<file path="config.mk">
export PLATFORM = sky130hd
export DESIGN_NAME = parallelizer
export DESIGN_NICKNAME = d
export VERILOG_FILES = /design/src/rtl/parallelizer.sv
export SDC_FILE = /design/constraint.sdc
export NUM_CORES = 1
export LEC_CHECK = 0
export BUFFER_PORTS_ARGS = -buffer_cell sky130_fd_sc_hd__buf_4
export CAP_MARGIN = 5
export CORE_MARGIN = 2
export CORE_UTILIZATION = 56
export CTS_CLUSTER_SIZE = 16
export DETAILED_ROUTE_END_ITERATION = 8
export HOLD_SLACK_MARGIN = 0.15
export MAX_ROUTING_LAYER = met4
export PLACE_DENSITY = 0.76
export SYNTH_ARGS = -nofsm -noshare
export SYNTH_HDL_FRONTEND = slang
export SYNTH_SLANG_ARGS = --single-unit
</file>
<file path="constraint.sdc">
create_clock -name clk -period 9.3 [get_ports clk]
set_input_delay 1.86 -clock clk [delete_from_list [all_inputs] [get_ports clk]]
set_output_delay 1.86 -clock clk [all_outputs]
set_load 0.005 [all_outputs]
</file>
<file path="src/rtl/parallelizer.sv">
// Packs a serial pixel stream into bursts of PIXELS_PER_BURST pixels, aligned to start of frame,
// with frame-start, row-end and frame-end markers on the burst side.
module parallelizer #(
    parameter int PIXEL_BIT_WIDTH  = 10,
    parameter int PIXELS_PER_BURST = 10,
    parameter int USER_WIDTH       = 2,
    parameter int ROWS             = 20,
    parameter int COLS             = 20
) (
    input  logic                                        clk,
    input  logic                                        reset,
    input  logic                                        s_axis_tvalid,
    output logic                                        s_axis_tready,
    input  logic [PIXEL_BIT_WIDTH-1:0]                  s_axis_tdata,
    input  logic [USER_WIDTH-1:0]                       s_axis_tuser,
    output logic                                        m_axis_tvalid,
    input  logic                                        m_axis_tready,
    output logic [PIXEL_BIT_WIDTH*PIXELS_PER_BURST-1:0] m_axis_tdata,
    output logic [USER_WIDTH-1:0]                       m_axis_tuser,
    output logic                                        m_axis_tlast,
    output logic [$clog2(COLS)-1:0]                     cnt_col,
    output logic [$clog2(ROWS)-1:0]                     cnt_row,
    output logic                                        frame_err
);

    localparam int W   = PIXEL_BIT_WIDTH;
    localparam int PPB = PIXELS_PER_BURST;
    localparam int DW  = W * PPB;
    localparam int CW  = $clog2(COLS);
    localparam int RW  = $clog2(ROWS);
    localparam int IW  = $clog2(PPB);

    typedef enum logic {
        WAIT_SOF,
        ACTIVE
    } state_t;

    state_t                state;
    logic                  running;
    logic [IW-1:0]         cnt_idx_in_burst;
    logic [W-1:0]          buffer [PPB-1];
    logic                  first_flag;

    logic                  stall;
    logic                  accept;
    logic                  sof;
    logic                  take;
    logic                  is_final;
    logic                  m_done;
    logic [CW-1:0]         pos_col;
    logic [RW-1:0]         pos_row;
    logic [IW-1:0]         pos_idx;
    logic [DW-1:0]         load_data;
    logic [USER_WIDTH-1:0] load_user;
    logic                  load_last;

    // Only the final pixel of a burst needs room in the output register.
    assign stall         = (state == ACTIVE) && (cnt_idx_in_burst == IW'(PPB - 1))
                           && m_axis_tvalid && !m_axis_tready;
    assign s_axis_tready = running && !stall;
    assign accept        = s_axis_tvalid && s_axis_tready;
    assign sof           = s_axis_tuser[0];
    assign take          = accept && ((state == ACTIVE) || sof);
    assign m_done        = m_axis_tvalid && m_axis_tready;

    // NOTE: every always_comb output gets a default first so no latch is inferred.
    always_comb begin
        pos_col   = cnt_col;
        pos_row   = cnt_row;
        pos_idx   = cnt_idx_in_burst;
        if (sof) begin
            pos_col = '0;
            pos_row = '0;
            pos_idx = '0;
        end
        is_final  = take && (pos_idx == IW'(PPB - 1));

        load_data = '0;
        for (int k = 0; k < PPB - 1; k++) begin
            load_data[k*W +: W] = buffer[k];
        end
        load_data[(PPB-1)*W +: W] = s_axis_tdata;

        load_user    = '0;
        load_user[0] = first_flag;
        load_user[1] = (pos_col == CW'(COLS - 1));
        load_last    = (pos_row == RW'(ROWS - 1)) && (pos_col == CW'(COLS - 1));
    end

    // NOTE: the assembly buffer is explicitly cleared on reset so no stale partial burst survives.
    always_ff @(posedge clk or posedge reset) begin
        if (reset) begin
            state            <= WAIT_SOF;
            running          <= 1'b0;
            cnt_col          <= '0;
            cnt_row          <= '0;
            cnt_idx_in_burst <= '0;
            first_flag       <= 1'b0;
            frame_err        <= 1'b0;
            m_axis_tvalid    <= 1'b0;
            m_axis_tdata     <= '0;
            m_axis_tuser     <= '0;
            m_axis_tlast     <= 1'b0;
            for (int k = 0; k < PPB - 1; k++) begin
                buffer[k] <= '0;
            end
        end else begin
            running   <= 1'b1;
            frame_err <= accept && (state == ACTIVE) && sof
                         && ((cnt_row != '0) || (cnt_col != '0));

            if (take) begin
                if (is_final) begin
                    cnt_idx_in_burst <= '0;
                end else begin
                    buffer[pos_idx]  <= s_axis_tdata;
                    cnt_idx_in_burst <= pos_idx + IW'(1);
                    if (pos_idx == '0) begin
                        first_flag <= (pos_row == '0) && (pos_col == '0);
                    end
                end

                if (pos_col == CW'(COLS - 1)) begin
                    cnt_col <= '0;
                    if (pos_row == RW'(ROWS - 1)) begin
                        cnt_row <= '0;
                        state   <= WAIT_SOF;
                    end else begin
                        cnt_row <= pos_row + RW'(1);
                        state   <= ACTIVE;
                    end
                end else begin
                    cnt_col <= pos_col + CW'(1);
                    cnt_row <= pos_row;
                    state   <= ACTIVE;
                end
            end

            // A final pixel is only accepted when the register is free or draining this cycle.
            if (is_final) begin
                m_axis_tvalid <= 1'b1;
                m_axis_tdata  <= load_data;
                m_axis_tuser  <= load_user;
                m_axis_tlast  <= load_last;
            end else if (m_done) begin
                m_axis_tvalid <= 1'b0;
                m_axis_tdata  <= '0;
                m_axis_tuser  <= '0;
                m_axis_tlast  <= 1'b0;
            end
        end
    end

endmodule

</file>
==> impl_results.md, run 1 <==
* #FFs+latches synth at about 210
* Area of the mapped netlist at 8840 um2
* Core area at 15,300 um2
* Final GP Congestion at roughly 0.84
* Worst clock skew at 0.00779 ns
* Row cnt at 45
* Seq pwr share at 0.503
* Cts hold-fix bufs at 0
* RSZ-0062 raised after global routing: false
* Number of flops mapped to enable cells by yosys at 0
* Netlist cell types at 52
* Post-synth top area share at 0.600
* RR Startpoint: cnt_idx_in_burst[3]
* R2R depth at 5
* Final worst path period need at 4.50 ns
* Worst-Skew Late Latency at 0.50 ns
* Post_cts resized at 0
* Pwr/cell area at between 200 and 250 nW/um2
* Post-synthesis cell count at 784
* Final setup fails at 0
* TNS Setup at 0 ns
* Register area share after synthesis at 0.600
* Via count of the routed design at 6,262
* Post-synth ARST share at 1.00
* CTS root buffer: clkbuf_16
* Clock transition at path regs at 0.05 ns
* Number of nets in the layout at 912
* Internal power at 1.77 mW
* Peak Freq at 222 MHz
* CP max FO at 4
* CP arrival at 2.64 ns
* Static Leak at 5.65 nW
* Crit start category: input port
* Clock power share at 0.335
* I/O Buffers at 130
* Antenna violations before repair at 0
* Via density at 5.63
* Drt wl/cell at around 19 um
* Hold path endpoint: m_axis_tdata[52]
* Warnings from Yosys at 0
* Max cap viols at 0
* Final period util at 0.484
* HP Class: register to register
* Clock buffer count from CTS at 22
* Synth area leaders: dfrtp_1, nand2_1, mux2_2
* First-pass GRT wire length at 32,900 um
* Critical Path RT at 7.44 ns
* R2R setup slack at 6.38 ns
* Die ar. at about 17,000 um2
* Synth area leader: dfrtp_1
* Combinational share of power at 0.161
* Final hold vios at 0
* Syn Area/Cell at 11.3 um2
* Htree depth at 1
* Initial DRC Count at 464
* CTS tree: yes
* Post-detail-place hpwl at between 10,000 and 15,000 um
* NetSw at 0.620 mW
* Outcome: finished clean
* Grt ovf at 0
* Final routed DRC violation total at 0
* Vias in the first global route at approximately 6,100
* Critical path type: input port to primary output
* Top_reg_cell synth: dfrtp_1
* Slew Limit Fails at 0
* Switching share of power at 0.260
* Remaining antenna violation count after routing at 0
* Total clock sinks at 212
* Max VDD drop at 0.000140 V
* Hold Crit Start: buffer[32]
* IO Count at 132
* Post CTS Setup Buffer Count at 0
* Worst slew pin tran at about 1.1 ns
* Setup WS pre-CTS at 4.63 ns
* Die H at roughly 130 um
* Hold Path Cell Cnt at 2
* Most frequent cells in the layout: nand2_1, dfrtp_1, buf_4
* Critical-path top delay cell: a21boi_0
* Worst path cell trace: buf_4, and3b_1, a21boi_0, buf_4
* Largest stage delay on the critical path at 0.27 ns
* GRT Util Overall at 0.258
* Cell mode on critical path: buf_4
* Die X at 130 um
* Pin count of the biggest net entering global routing at roughly 130
* Commonest non-fill, non-tap cell in the layout: nand2_1
* Reg2reg end: m_axis_tdata[51]
* Detailed Routing Iterations Pass 1 at 5
* Relative slew slack at 0.241
* Share of post-route cells with drive strength above 1 at 0.306
* Area growth syn-to-layout at 19.2%
* Initial Utilization at 0.578
* Final WL at 20,600 um
* Critical Path End Type: primary output
* Final WS setup at 4.80 ns
* N_diodes at 0
* Post-Syn Nets at 808
* Clock Tree Buf Depth at 3
how the worst max path moves through the flow:
stage	end	depth (start not counted)	startpoint
after floorplan	buffer[0]	1	reset
after global routing	s_axis_tready	4	m_axis_tready
after detailed placement	m_axis_tdata[86]	10	s_axis_tuser[0]
after CTS	s_axis_tready	4	m_axis_tready
final	s_axis_tready	4	m_axis_tready
after global placement	m_axis_tdata[28]	10	s_axis_tuser[0]
cell families (layout without fill, tap and decap cells):
group	count (synthesis)	count (layout)	synth area share
DFF	212	212	0.600
other	1	1	0.000424
adders and majority gates	8	8	0.0113
and+or+nand+nor	370	370	0.194
muxes	92	92	0.126
buffers and inverters	63	181	0.0332
AOI/OAI and AO/OA	38	38	0.0355
power groups by stage:
stage | Clock (mW) | Combinational (mW) | Sequential [mW]
CTS | 0.812 | 0.390 | 1.20
global route | 0.851 | 0.423 | 1.22
global placement | 0 | 0.370 | 1.20
finish | 0.801 | 0.385 | 1.20
detailed placement | 0 | 0.386 | 1.21
floorplan | 0 | 0.246 | 1.18
cell type report:
class                   count  area [um2]
inverters                  11        48.8
clock inverters             6        47.5
well taps                 211         264
multi-input cells         509        3280
clock buffers              32         608
fillers                  1119        4770
repair buffers            132         991
flip-flops and latches    212        5310
layer usage:
layer	vias to the layer above	wire [um]	GRT usage
met3	44	1180	0.0400
met5	-	0	-
met4	0	561	0.0746
li1	2846	-	-
met2	219	9980	0.406
met1	3153	8920	0.352
registers in the layout (all words and copies together), names as in the netlist:
register / flops
buffer: 90
cnt_col: 5
cnt_idx_in_burst: 4
cnt_row: 5
first_flag: 1
frame_err: 1
m_axis_tdata: 100
m_axis_tlast: 1
m_axis_tuser: 2
m_axis_tvalid: 1
running: 1
state: 1
synth_stat cells, drive strengths merged (2+ instances only):
cell type  instances
nor2b              4
dfrtp            212
o21ai             11
and4bb             3
clkbuf            20
a32o               2
o211ai             3
nand3b             2
and3               4
o31ai              4
mux2              92
nand2            228
a21oi              5
nand3            110
nor2               6
ha                 8
a22o               2
nand2b             3
nor3               2
buf               32
inv               11
nor4               2
o211a              2
worst max-delay path: cells and delay by family:
kind / cells / cell delay [ns]
AND/OR/NAND/NOR: 1 / 0.23
buffers and inverters: 2 / 0.28
AO/OA/AOI/OAI: 1 / 0.27
stage by stage:
step                hold WS, ns  utilization  instance area, um2  total power, mW  cells
finish                    0.457        0.688               10500             2.39   1113
global route              0.485        0.688               10500             2.50   1113
CTS                       0.460        0.688               10500             2.40   1113
detailed placement        0.446        0.646                9890             1.60   1075
global placement          0.441        0.646                9890             1.57   1075
floorplan                 0.433            -                8840             1.43    784
Note: power is estimated with default switching activity, not from simulation.
==> run 2: changes to the inputs <==
==> constraint.sdc (replaced) <==
create_clock -name clk -period 4.2 [get_ports clk]
set_input_delay 0.84 -clock clk [delete_from_list [all_inputs] [get_ports clk]]
set_output_delay 0.84 -clock clk [all_outputs]
set_load 0.005 [all_outputs]
==> impl_results.md, run 2 (synthesis results as in run 1) <==
* Initial Utilization at 0.578 (unchanged)
* Cell mode on critical path: nand2_1 (was buf_4)
* Largest stage delay on the critical path at 0.37 ns (was 0.27 ns)
* Area growth syn-to-layout at 19.3% (was 19.2%)
* CP arrival at 3.26 ns (was 2.64 ns)
* R2R depth at 8 (was 5)
* CTS tree: yes (unchanged)
* Largest regs: m_axis_tdata (100), buffer (90) (unchanged)
* DR top layer: met4 (unchanged)
* Finished Cell Area at 10,600 um2 (was 10,500 um2)
* N_diodes at 0 (unchanged)
* Clock transition at path regs at 0.06 ns (was 0.05 ns)
* Crit start category: input port (unchanged)
* Crit path capture: m_axis_tdata[47] (was s_axis_tready)
* Post-detail-place hpwl at 12,800 um (was 12,600 um)
* Post_cts resized at 0 (unchanged)
* Combinational share of power at 0.162 (was 0.161)
* Grt ovf at 0 (unchanged)
* Outcome: finished clean (unchanged)
* Critical path type: input port to register (was input port to primary output)
* RSZ-0062 raised after global routing: false (unchanged)
* Met2 wire len at 9980 um (about the same)
* Antenna violations before repair at 0 (unchanged)
* Via count of the routed design at 6,270 (was 6,262)
* Final period util at 0.689
* Peak Freq at ~350 MHz
* Max VDD drop at 0.000251 V (was 0.000140 V)
* NetSw at 1.32 mW (was 0.620 mW)
* Post CTS Setup Buffer Count at 0 (unchanged)
* Remaining antenna violation count after routing at 0 (unchanged)
* Htree depth at 1 (unchanged)
* CTS root buffer: clkbuf_16 (unchanged)
* Share of post-route cells with drive strength above 1 at 0.308 (was 0.306)
* Cts hold-fix bufs at 0 (unchanged)
* Vias in the first global route at 6,206 (was 6,092)
* IO Count at 132 (unchanged)
* Final WL at 20,500 um (was 20,600 um)
* Row cnt at 45 (unchanged)
* Critical Path RT at 4.56 ns (was 7.44 ns)
* Post-DP Area at 9940 um2 (was 9890 um2)
* Drt wl/cell at 18.4 um (was 18.5 um)
* Layout fillers at 1,131 (was 1,119)
* First-pass GRT wire length at 32,900 um (about the same)
* Die X at 130 um (unchanged)
* Clock buffer count from CTS at 21 (was 22)
* TNS Setup at 0 ns (unchanged)
* Final hold vios at 0 (unchanged)
* Worst Path Buf+Inv at 4 (was 2)
* Number of nets in the layout at 915 (was 912)
* Final setup fails at 0 (unchanged)
* CP Launch Point: s_axis_tuser[0] (was m_axis_tready)
* Most frequent cells in the layout: nand2_1, dfrtp_1, buf_4 (unchanged)
* Max FFs per register at 100 (unchanged)
* Reg2reg end: m_axis_tdata[47] (was m_axis_tdata[51])
* Setup WS pre-CTS at 0.851 ns (was 4.63 ns)
* Largest Register: m_axis_tdata (unchanged)
* Relative slew slack at 0.232 (was 0.241)
* Met3 wire length at 994 um (was 1180 um)
* Worst-Skew Late Latency at 0.49 ns (was 0.50 ns)
* Die ar. at 16,800 um2 (unchanged)
* Final routed DRC violation total at 0 (unchanged)
* Commonest non-fill, non-tap cell in the layout: nand2_1 (unchanged)
* Hold Crit Start: buffer[41] (was buffer[32])
* Critical Path End Type: register (was primary output)
* Final GP Congestion at 0.874 (was 0.843)
* Detailed Routing Iterations Pass 1 at 4 (was 5)
* Seq pwr share at 0.507 (was 0.503)
* Worst path cell trace: buf_4, inv_2, nand2_1, inv_1, ha_1, and4bb_4, o211ai_4, buf_12, nand3_1, nand2_1 (was buf_4, and3b_1, a21boi_0, buf_4)
* Clock Tree Buf Depth at 3 (unchanged)
* Internal power at 3.92 mW (was 1.77 mW)
* CP max FO at 70 (was 4)
* Final WS setup at 1.31 ns (was 4.80 ns)
* Max cap viols at 0 (unchanged)
* Core area at 15,300 um2 (unchanged)
* Critical-path top delay cell: o211ai_4 (was a21boi_0)
* Switching share of power at 0.251 (was 0.260)
* Final hold slack at 0.463 ns (was 0.457 ns)
* Clock power share at 0.331 (was 0.335)
* Crit-path leading delay family: buffers and inverters (unchanged)
* Worst slew pin tran at 1.15 ns (was 1.14 ns)
* Worst clock skew at 0.0111 ns (was 0.00779 ns)
* Initial DRC Count at 410 (was 464)
* Pin count of the biggest net entering global routing at 104 (was 126)
* Design Power at 5.23 mW (was 2.39 mW)
* Slew Limit Fails at 0 (unchanged)
* GRT Util Overall at 0.258 (about the same)
* Pwr/cell area at 496 nW/um2 (was 227 nW/um2)
* Die H at 130 um (unchanged)
* HP Class: register to register (unchanged)
* RR Startpoint: cnt_idx_in_burst[0] (was cnt_idx_in_burst[3])
* CP Depth at 10 (was 4)
* DRT met1 WL at 8900 um (was 8920 um)
* Final worst path period need at roughly 2.9 ns
* Static Leak at 5.66 nW (was 5.65 nW)
* R2R setup slack at 1.68 ns (was 6.38 ns)
* Total clock sinks at 212 (unchanged)
* Via density at 5.64 (was 5.63)
* I/O Buffers at 130 (unchanged)
run 2: how the worst min path moves through the flow:
stage	to	slack [ns]	depth (start not counted)
finish	m_axis_tdata[41]	0.46	2
global route	m_axis_tdata[37]	0.49	2
CTS	m_axis_tdata[31]	0.46	2
detailed placement	m_axis_tdata[31]	0.45	2
global placement	m_axis_tdata[73]	0.44	2
floorplan	m_axis_tdata[0]	0.43	2
run 2: routing by layer:
layer,track usage,up-vias
met5,-,-
met4,0.0841,0
met3,0.0318,41
met2,0.407,208
met1,0.352,3173
li1,-,2848
run 2: cell type report:
type                    count  area (um2)  area share
multi-input cells         509        3280       0.311
clock inverters             4        45.0     0.00427
inverters                  11        45.0     0.00427
repair buffers            136        1050      0.0991
clock buffers              28         572      0.0542
flip-flops and latches    212        5310       0.503
well taps                 211         264      0.0250
run 2: worst reg2reg max path: stages (launching register included):
cell and delay, ns:
dfrtp_1 0.43, nand2_1 0.13, inv_1 0.12, ha_1 0.35, and4bb_4 0.35, o211ai_4 0.37
buf_12 0.37, nand3_1 0.19, nand2_1 0.10
run 2: power by group through the flow:
stage	Clock, mW	Combinational [mW]	Sequential, mW
after floorplan	0	0.546	2.62
after global placement	0	0.824	2.66
after detailed placement	0	0.854	2.68
after CTS	1.76	0.859	2.65
after global routing	1.87	0.932	2.69
final	1.73	0.849	2.65
run 2: metrics by stage:
stage / std cells / util
2_1_floorplan: 784 / -
3_3_place_gp: 1079 / 0.649
3_5_place_dp: 1079 / 0.649
4_1_cts: 1111 / 0.689
5_1_grt: 1111 / 0.689
6_report: 1111 / 0.689
